==> config.mk <==
export PLATFORM = sky130hd
export DESIGN_NAME = reorder_buffer
export DESIGN_NICKNAME = d
export VERILOG_FILES = /design/src/rtl/reorder_buffer_pkg.sv /design/src/rtl/reorder_buffer.sv
export SDC_FILE = /design/constraint.sdc
export NUM_CORES = 2
export LEC_CHECK = 0
export BUFFER_PORTS_ARGS = -buffer_cell sky130_fd_sc_hd__buf_2
export CORE_MARGIN = 5
export CORE_UTILIZATION = 40
export DETAILED_ROUTE_END_ITERATION = 7
export GPL_TIMING_DRIVEN = 1
export PLACE_DENSITY = 0.63
export SYNTH_ARGS = -nofsm -noshare
export SYNTH_HDL_FRONTEND = slang
export SYNTH_SLANG_ARGS = --single-unit
==> constraint.sdc <==
create_clock -name clkIn -period 10.27 [get_ports clkIn]
set_clock_uncertainty 0.2 [all_clocks]
set_input_delay 2.054 -clock clkIn [delete_from_list [all_inputs] [get_ports clkIn]]
set_output_delay 2.054 -clock clkIn [all_outputs]
set_load 0.03 [all_outputs]
==> src/rtl/reorder_buffer_pkg.sv <==
// Shared types for the reorder buffer and its commit path into the register file.
package reorder_buffer_pkg;

    localparam int ROB_WIDTH_DEF = 4;
    localparam int REG_WIDTH_DEF = 5;
    localparam int DATA_WIDTH    = 32;

    // One in-flight instruction slot.
    typedef struct packed {
        logic                     busy;
        logic                     done;
        logic                     mispredict;
        logic                     hasDest;
        logic [REG_WIDTH_DEF-1:0] rd;
        logic [DATA_WIDTH-1:0]    value;
        logic [DATA_WIDTH-1:0]    target;
    } rob_entry_t;

    // Register-file commit write, as seen by the register file interface.
    typedef struct packed {
        logic                     flag;
        logic [ROB_WIDTH_DEF-1:0] src;
        logic [REG_WIDTH_DEF-1:0] rd;
        logic [DATA_WIDTH-1:0]    data;
    } commit_t;

endpackage

==> src/rtl/reorder_buffer.sv <==
// Circular reorder buffer: allocates rename tags, collects writeback results,
// retires in program order into the register file and raises a one-cycle
// pipeline clear when a mispredicted branch commits.
module reorder_buffer
    import reorder_buffer_pkg::*;
#(
    parameter int ROB_WIDTH = ROB_WIDTH_DEF,
    parameter int REG_WIDTH = REG_WIDTH_DEF
) (
    input  logic                  clkIn,
    input  logic                  rstIn,
    input  logic                  rdyIn,

    input  logic                  issueFlag,
    input  logic [REG_WIDTH-1:0]  issueReg,
    input  logic                  issueHasDest,
    output logic                  issueReady,
    output logic [ROB_WIDTH-1:0]  issueTag,

    input  logic                  wbFlag,
    input  logic [ROB_WIDTH-1:0]  wbTag,
    input  logic [DATA_WIDTH-1:0] wbData,
    input  logic                  wbMispredict,
    input  logic [DATA_WIDTH-1:0] wbTarget,

    input  logic [ROB_WIDTH-1:0]  rs1Tag,
    input  logic [ROB_WIDTH-1:0]  rs2Tag,
    output logic                  rs1Ready,
    output logic                  rs2Ready,
    output logic [DATA_WIDTH-1:0] rs1Value,
    output logic [DATA_WIDTH-1:0] rs2Value,

    output logic                  writeFlag,
    output logic [ROB_WIDTH-1:0]  writeSrc,
    output logic [REG_WIDTH-1:0]  writeReg,
    output logic [DATA_WIDTH-1:0] writeData,

    output logic                  clrOut,
    output logic [DATA_WIDTH-1:0] redirectPc
);

    localparam int DEPTH = 1 << ROB_WIDTH;

    rob_entry_t           entries [DEPTH];
    logic [ROB_WIDTH-1:0] head;
    logic [ROB_WIDTH-1:0] tail;
    logic [ROB_WIDTH:0]   count;
    commit_t              commitQ;
    logic                 clrQ;

    rob_entry_t headEntry;
    logic       full;
    logic       doIssue;
    logic       doWb;
    logic       doCommit;
    logic       rs1Hit;
    logic       rs2Hit;

    // Per-cycle decisions, all taken from registered state.
    always_comb begin
        // NOTE: every always_comb output gets a value before any condition so no latch is inferred.
        headEntry  = entries[head];
        full       = (count == (ROB_WIDTH+1)'(DEPTH));
        issueReady = !full && rdyIn && !clrQ;
        doIssue    = issueFlag && issueReady;
        doWb       = rdyIn && !clrQ && wbFlag && entries[wbTag].busy;
        doCommit   = rdyIn && !clrQ && headEntry.busy && headEntry.done;
    end

    // Pointer, entry array, commit and flush state.
    always_ff @(posedge clkIn or negedge rstIn) begin
        if (!rstIn) begin
            head       <= '0;
            tail       <= '0;
            count      <= '0;
            commitQ    <= '0;
            clrQ       <= 1'b0;
            redirectPc <= '0;
            // NOTE: the entry array is a small flop array, so it is reset with everything else; a RAM-backed array would not be.
            for (int i = 0; i < DEPTH; i++) begin
                entries[i] <= '0;
            end
        end else if (rdyIn) begin
            if (clrQ) begin
                // The clear cycle has been seen by every unit: drop all in-flight work.
                for (int i = 0; i < DEPTH; i++) begin
                    entries[i].busy <= 1'b0;
                    entries[i].done <= 1'b0;
                end
                head         <= '0;
                tail         <= '0;
                count        <= '0;
                clrQ         <= 1'b0;
                commitQ.flag <= 1'b0;
            end else begin
                commitQ.flag <= 1'b0;

                if (doWb) begin
                    entries[wbTag].done       <= 1'b1;
                    entries[wbTag].value      <= wbData;
                    entries[wbTag].mispredict <= wbMispredict;
                    entries[wbTag].target     <= wbTarget;
                end

                if (doIssue) begin
                    entries[tail] <= '{busy: 1'b1, done: 1'b0, mispredict: 1'b0,
                                       hasDest: issueHasDest, rd: issueReg,
                                       value: '0, target: '0};
                    tail <= tail + 1'b1;
                end

                // Commit is placed after writeback so freeing the head wins over a late write to it.
                if (doCommit) begin
                    entries[head].busy <= 1'b0;
                    entries[head].done <= 1'b0;
                    head               <= head + 1'b1;
                    commitQ            <= '{flag: headEntry.hasDest && (headEntry.rd != '0),
                                            src: head, rd: headEntry.rd, data: headEntry.value};
                    if (headEntry.mispredict) begin
                        clrQ       <= 1'b1;
                        redirectPc <= headEntry.target;
                    end
                end

                count <= count + {{ROB_WIDTH{1'b0}}, doIssue} - {{ROB_WIDTH{1'b0}}, doCommit};
            end
        end
    end

    // Strobes are held through a stall but only presented while the pipeline is enabled.
    assign writeFlag = commitQ.flag && rdyIn;
    assign writeSrc  = commitQ.src;
    assign writeReg  = commitQ.rd;
    assign writeData = commitQ.data;
    assign clrOut    = clrQ && rdyIn;
    assign issueTag  = tail;

    // Operand bypass: a same-cycle writeback to a live entry beats the stored value.
    assign rs1Hit   = wbFlag && (wbTag == rs1Tag) && entries[rs1Tag].busy;
    assign rs2Hit   = wbFlag && (wbTag == rs2Tag) && entries[rs2Tag].busy;
    assign rs1Ready = entries[rs1Tag].done || rs1Hit;
    assign rs2Ready = entries[rs2Tag].done || rs2Hit;
    assign rs1Value = rs1Hit ? wbData : (entries[rs1Tag].busy ? entries[rs1Tag].value : '0);
    assign rs2Value = rs2Hit ? wbData : (entries[rs2Tag].busy ? entries[rs2Tag].value : '0);

endmodule

==> results.sh <==
export IMPL_status="finished, final reports clean"
export IMPL_synth_area_um2=67430
export IMPL_clock_latency_ps=800
export IMPL_post_synth_inst_count=6281
export IMPL_final_core_utilization_pct=44.36
export IMPL_max_freq_mhz=131.8
export IMPL_cts_root_buffer="clkbuf_16"
export IMPL_tritoncts_num_sinks=1256
export IMPL_hold_viol_final=0
export IMPL_dp_final_hpwl_mm=142.3
export IMPL_p_sw_share_pct=32.32
export IMPL_dieArea_um2=176900
export IMPL_post_synth_top_area_fraction_pct=46.61
export IMPL_dp_cells=8083
export IMPL_setup_repair_after_global_routing_missed_its_margin="false"
export IMPL_worst_path_max_fanout=82
export IMPL_detailroute_via_count=54185
export IMPL_first_global_vias=54818
export IMPL_cts_tree="built"
export IMPL_post_cts_setup_buffer_count=0
export IMPL_min_to="writeData[8]$_DFFE_PN0P_"
export IMPL_grt_overflow=0
export IMPL_gr_usage_all_layers_pct=29.57
export IMPL_number_of_antenna_violations_at_the_first_check_in_global_routing=37
export IMPL_postRouteAntennaNets=0
export IMPL_crit_reg2reg_capture="count[4]$_DFFE_PN0P_"
export IMPL_place_port_buffers=233
export IMPL_seq_power_share_pct=41.8
export IMPL_power_internal_mw=11.26
export IMPL_hold_start="writeData[8]$_DFFE_PN0P_"
export IMPL_drive_above_1_share_pct=23.37
export IMPL_grt_first_pass_wirelength_mm=383.2
export IMPL_drt_drc_violations_left=0
export IMPL_area_delta_synth_final_pct=10.13
export IMPL_synth_edff_count=0
export IMPL_route_detailed_wl_per_inst_um=31.35
export IMPL_placementRows=150
export IMPL_whs_path_depth=2
export IMPL_ff2ff_path_depth=15
export IMPL_clk_pin_slew_worst_paths_ps=60
export IMPL_die_width_um=420.6
export IMPL_synth_warning_count=0
export IMPL_die_height_um=420.6
export IMPL_non_filler_instance_count_after_layout=8368
export IMPL_via_per_inst=6.475
export IMPL_timing_critical_path_arrival_ps=5340
export IMPL_setup_viol=0
export IMPL_post_route_cell_area_um2=74270
export IMPL_synthTopCellsByArea="dfrtp_1, mux4_2, nand2_1"
export IMPL_core_um2=167400
export IMPL_powerDensity_nw_per_um2=224.0
export IMPL_cp_start_kind="primary input"
export IMPL_synth_nets=6384
export IMPL_grt_busiest_layer="met2"
export IMPL_placement_setup_worst_slack_ps=2651
export IMPL_max_slew_worst_pin_slew_ps=1250
export IMPL_routed_wirelength_mm=262.3
export IMPL_pwr_share_clk_pct=31.9
export IMPL_cts_hold_buffers_added=0
export IMPL_fillers=15403
export IMPL_slew_violations=0
export IMPL_drt_pass1_iter_count=6
export IMPL_ctsResizeCount=0
export IMPL_floorplan_io_pins=234
export IMPL_synth_area_per_cell_um2=10.74
export IMPL_timing_final_crit_period_ps=7590
export IMPL_reported_net_switching_power_mw=5.376
export IMPL_number_of_max_capacitance_violations_reported=0
export IMPL_critPathRequiredTime_ps=8020
export IMPL_detailedRoute_firstIterationViolations=7647
export IMPL_htreeDepth=4
export IMPL_unique_cell_type_count_in_the_yosys_netlist=54
export IMPL_portion_of_the_post_synthesis_area_used_by_sequential_elements_pct=46.61
export IMPL_initial_standard_cell_utilization_of_the_core_pct=40.28
export IMPL_synth_flop_cell="dfrtp_1"
export IMPL_cp_end_kind="output port"
export IMPL_final_setup_worst_slack_ps=2680
export IMPL_grt_met1_usage_pct=37.07
export IMPL_yosys_register_bits=1256
export IMPL_setup_reg_to_reg_worst_slack_ps=4970
export IMPL_grt_start_max_net_pins=173
export IMPL_grt_met2_usage_pct=46.07
export IMPL_cellLeakagePower_nw=30.98
export IMPL_share_of_synthesized_flip_flops_with_an_asynchronous_set_or_reset_pct=100.0
export IMPL_worstReg2RegStart="head[3]$_DFFE_PN0P_"
export IMPL_vdd_ir_drop_max_mv=0.1950
export IMPL_cts_buffers=141
export IMPL_nNetsFinal=6125
export IMPL_worst_setup_path_type="in -> out"
export IMPL_gpl_final_weighted_congestion=0.8581
export IMPL_synth_area_leader_cell="dfrtp_1"
export IMPL_global_route_usage_met3_pct=7.859
export IMPL_slew_headroom_pct=16.70
export IMPL_clock_tree_buffer_depth=3
export IMPL_share_comb_of_total_power_pct=26.3
export IMPL_finalSetupTns_ps=0
export IMPL_dpl_cell_area_um2=69380
export IMPL_share_of_the_clock_period_used_by_the_worst_path_after_layout_pct=73.90
export IMPL_hold_path_class="reg -> reg"
-- worst max-delay path by stage --
| stage | startpoint | cells after the start | end | slack, ps |
|---|---|---|---|---|
| final | rs2Tag[0] | 7 | rs2Value[28] | 2680 |
| after global routing | rs2Tag[0] | 7 | rs2Value[28] | 2470 |
| after CTS | rs2Tag[0] | 7 | rs2Value[28] | 2650 |
| after detailed placement | rs2Tag[0] | 7 | rs2Value[28] | 2650 |
| after global placement | rs2Tag[0] | 7 | rs2Value[22] | 2680 |
| after floorplan | rs2Tag[1] | 6 | rs2Value[19] | 3890 |
-- worst max-delay path, cell delays in order --
cell and delay, ps:
clkbuf_8 600, buf_4 920, mux4_2 600, mux4_2 540
nand2_1 120, a21oi_1 110, buf_2 200
-- cells by family after synthesis --
kind of cell,count (synthesis),share of synthesized area [%]
AOI/OAI and AO/OA,1223,10.08
and+or+nand+nor,2198,12.58
adders and majority gates,15,0.2895
DFF,1256,46.61
buffers and inverters,745,4.839
muxes,832,25.45
xor gates and xnor gates,12,0.1559
-- state kept, by name, indices dropped and copies added (netlist names), named ones only --
register,count
clrQ,1
entries,1072
count,5
head,4
redirectPc,32
issueTag,4
writeReg,5
writeSrc,4
writeData,32
commitQ,1
-- per-stage QoR --
stage                     hold WS [ps]  total power [mW]
after global routing             296.3             17.33
after floorplan                  246.9             10.04
after detailed placement         257.8             11.36
final                            269.0             16.64
after CTS                        275.3             16.64
after global placement           257.9             11.21
-- layer usage --
layer / vias to the layer above / wire (µm)
li1: 21618 / -
met3: 1121 / 30940
met2: 4052 / 120600
met4: 6 / 18900
met5: - / 34
met1: 27388 / 91830
-- synthesized netlist by cell type, types with 4 or more instances --
| master | instances |
|---|---|
| a22oi_1 | 15 |
| a22o_1 | 134 |
| o21ai_0 | 33 |
| clkbuf_1 | 390 |
| nor3_1 | 6 |
| a211oi_1 | 14 |
| o21ai_1 | 4 |
| ha_1 | 14 |
| buf_1 | 108 |
| and2_1 | 20 |
| buf_2 | 166 |
| nand2_1 | 2094 |
| buf_6 | 7 |
| xnor2_1 | 6 |
| and3_1 | 17 |
| nor2b_1 | 9 |
| nand3_1 | 21 |
| inv_1 | 17 |
| buf_4 | 55 |
| mux2i_1 | 7 |
| xor2_1 | 6 |
| mux2_1 | 13 |
| mux2_2 | 119 |
| a21oi_1 | 996 |
| o22a_1 | 8 |
| dfrtp_1 | 1256 |
| nor2_1 | 13 |
| mux4_2 | 693 |
-- placed cells by master, fill, tap and decap left out, types with 13 or more instances in the layout --
cell type  Yosys  routed
nand2_1     2094    2091
dfrtp_1     1256    1253
a21oi_1      996     994
mux4_2       693     693
buf_2        166     226
clkbuf_16      0     145
a22o_1       134     134
mux2_2       119     119
buf_4         55      84
o21ai_0       33      33
clkbuf_8       0      32
clkbuf_1     390      27
clkinv_2       0      26
diode_2        0      23
inv_1         17      17
a22oi_1       15      15
and3_4         0      14
and2_4         0      14
a211oi_1      14      14
ha_1          14      14
nor2_1        13      13
mux2_1        13      13
-- layout make-up --
| class | count | area [µm²] | area share (%) |
|---|---|---|---|
| Multi-Input combinational cell | 4280 | 33090 | 44.56 |
| Sequential cell | 1256 | 31440 | 42.34 |
| Clock buffer | 202 | 4143 | 5.578 |
| Tap cell | 2204 | 2758 | 3.713 |
| Timing Repair Buffer | 324 | 2012 | 2.709 |
| Clock inverter | 60 | 683.2 | 0.9199 |
| Inverter | 19 | 76.32 | 0.1028 |
| Antenna cell | 23 | 57.56 | 0.07750 |
-- power groups by stage --
stage	Sequential [mW]	Clock, mW	Combinational (mW)
2_1_floorplan	6.64	0	3.40
3_3_place_gp	6.94	0	4.26
3_5_place_dp	7.00	0	4.36
4_1_cts	6.92	5.35	4.37
5_1_grt	7.08	5.56	4.69
6_report	6.95	5.31	4.38
Power figures use the tool's default switching activity.
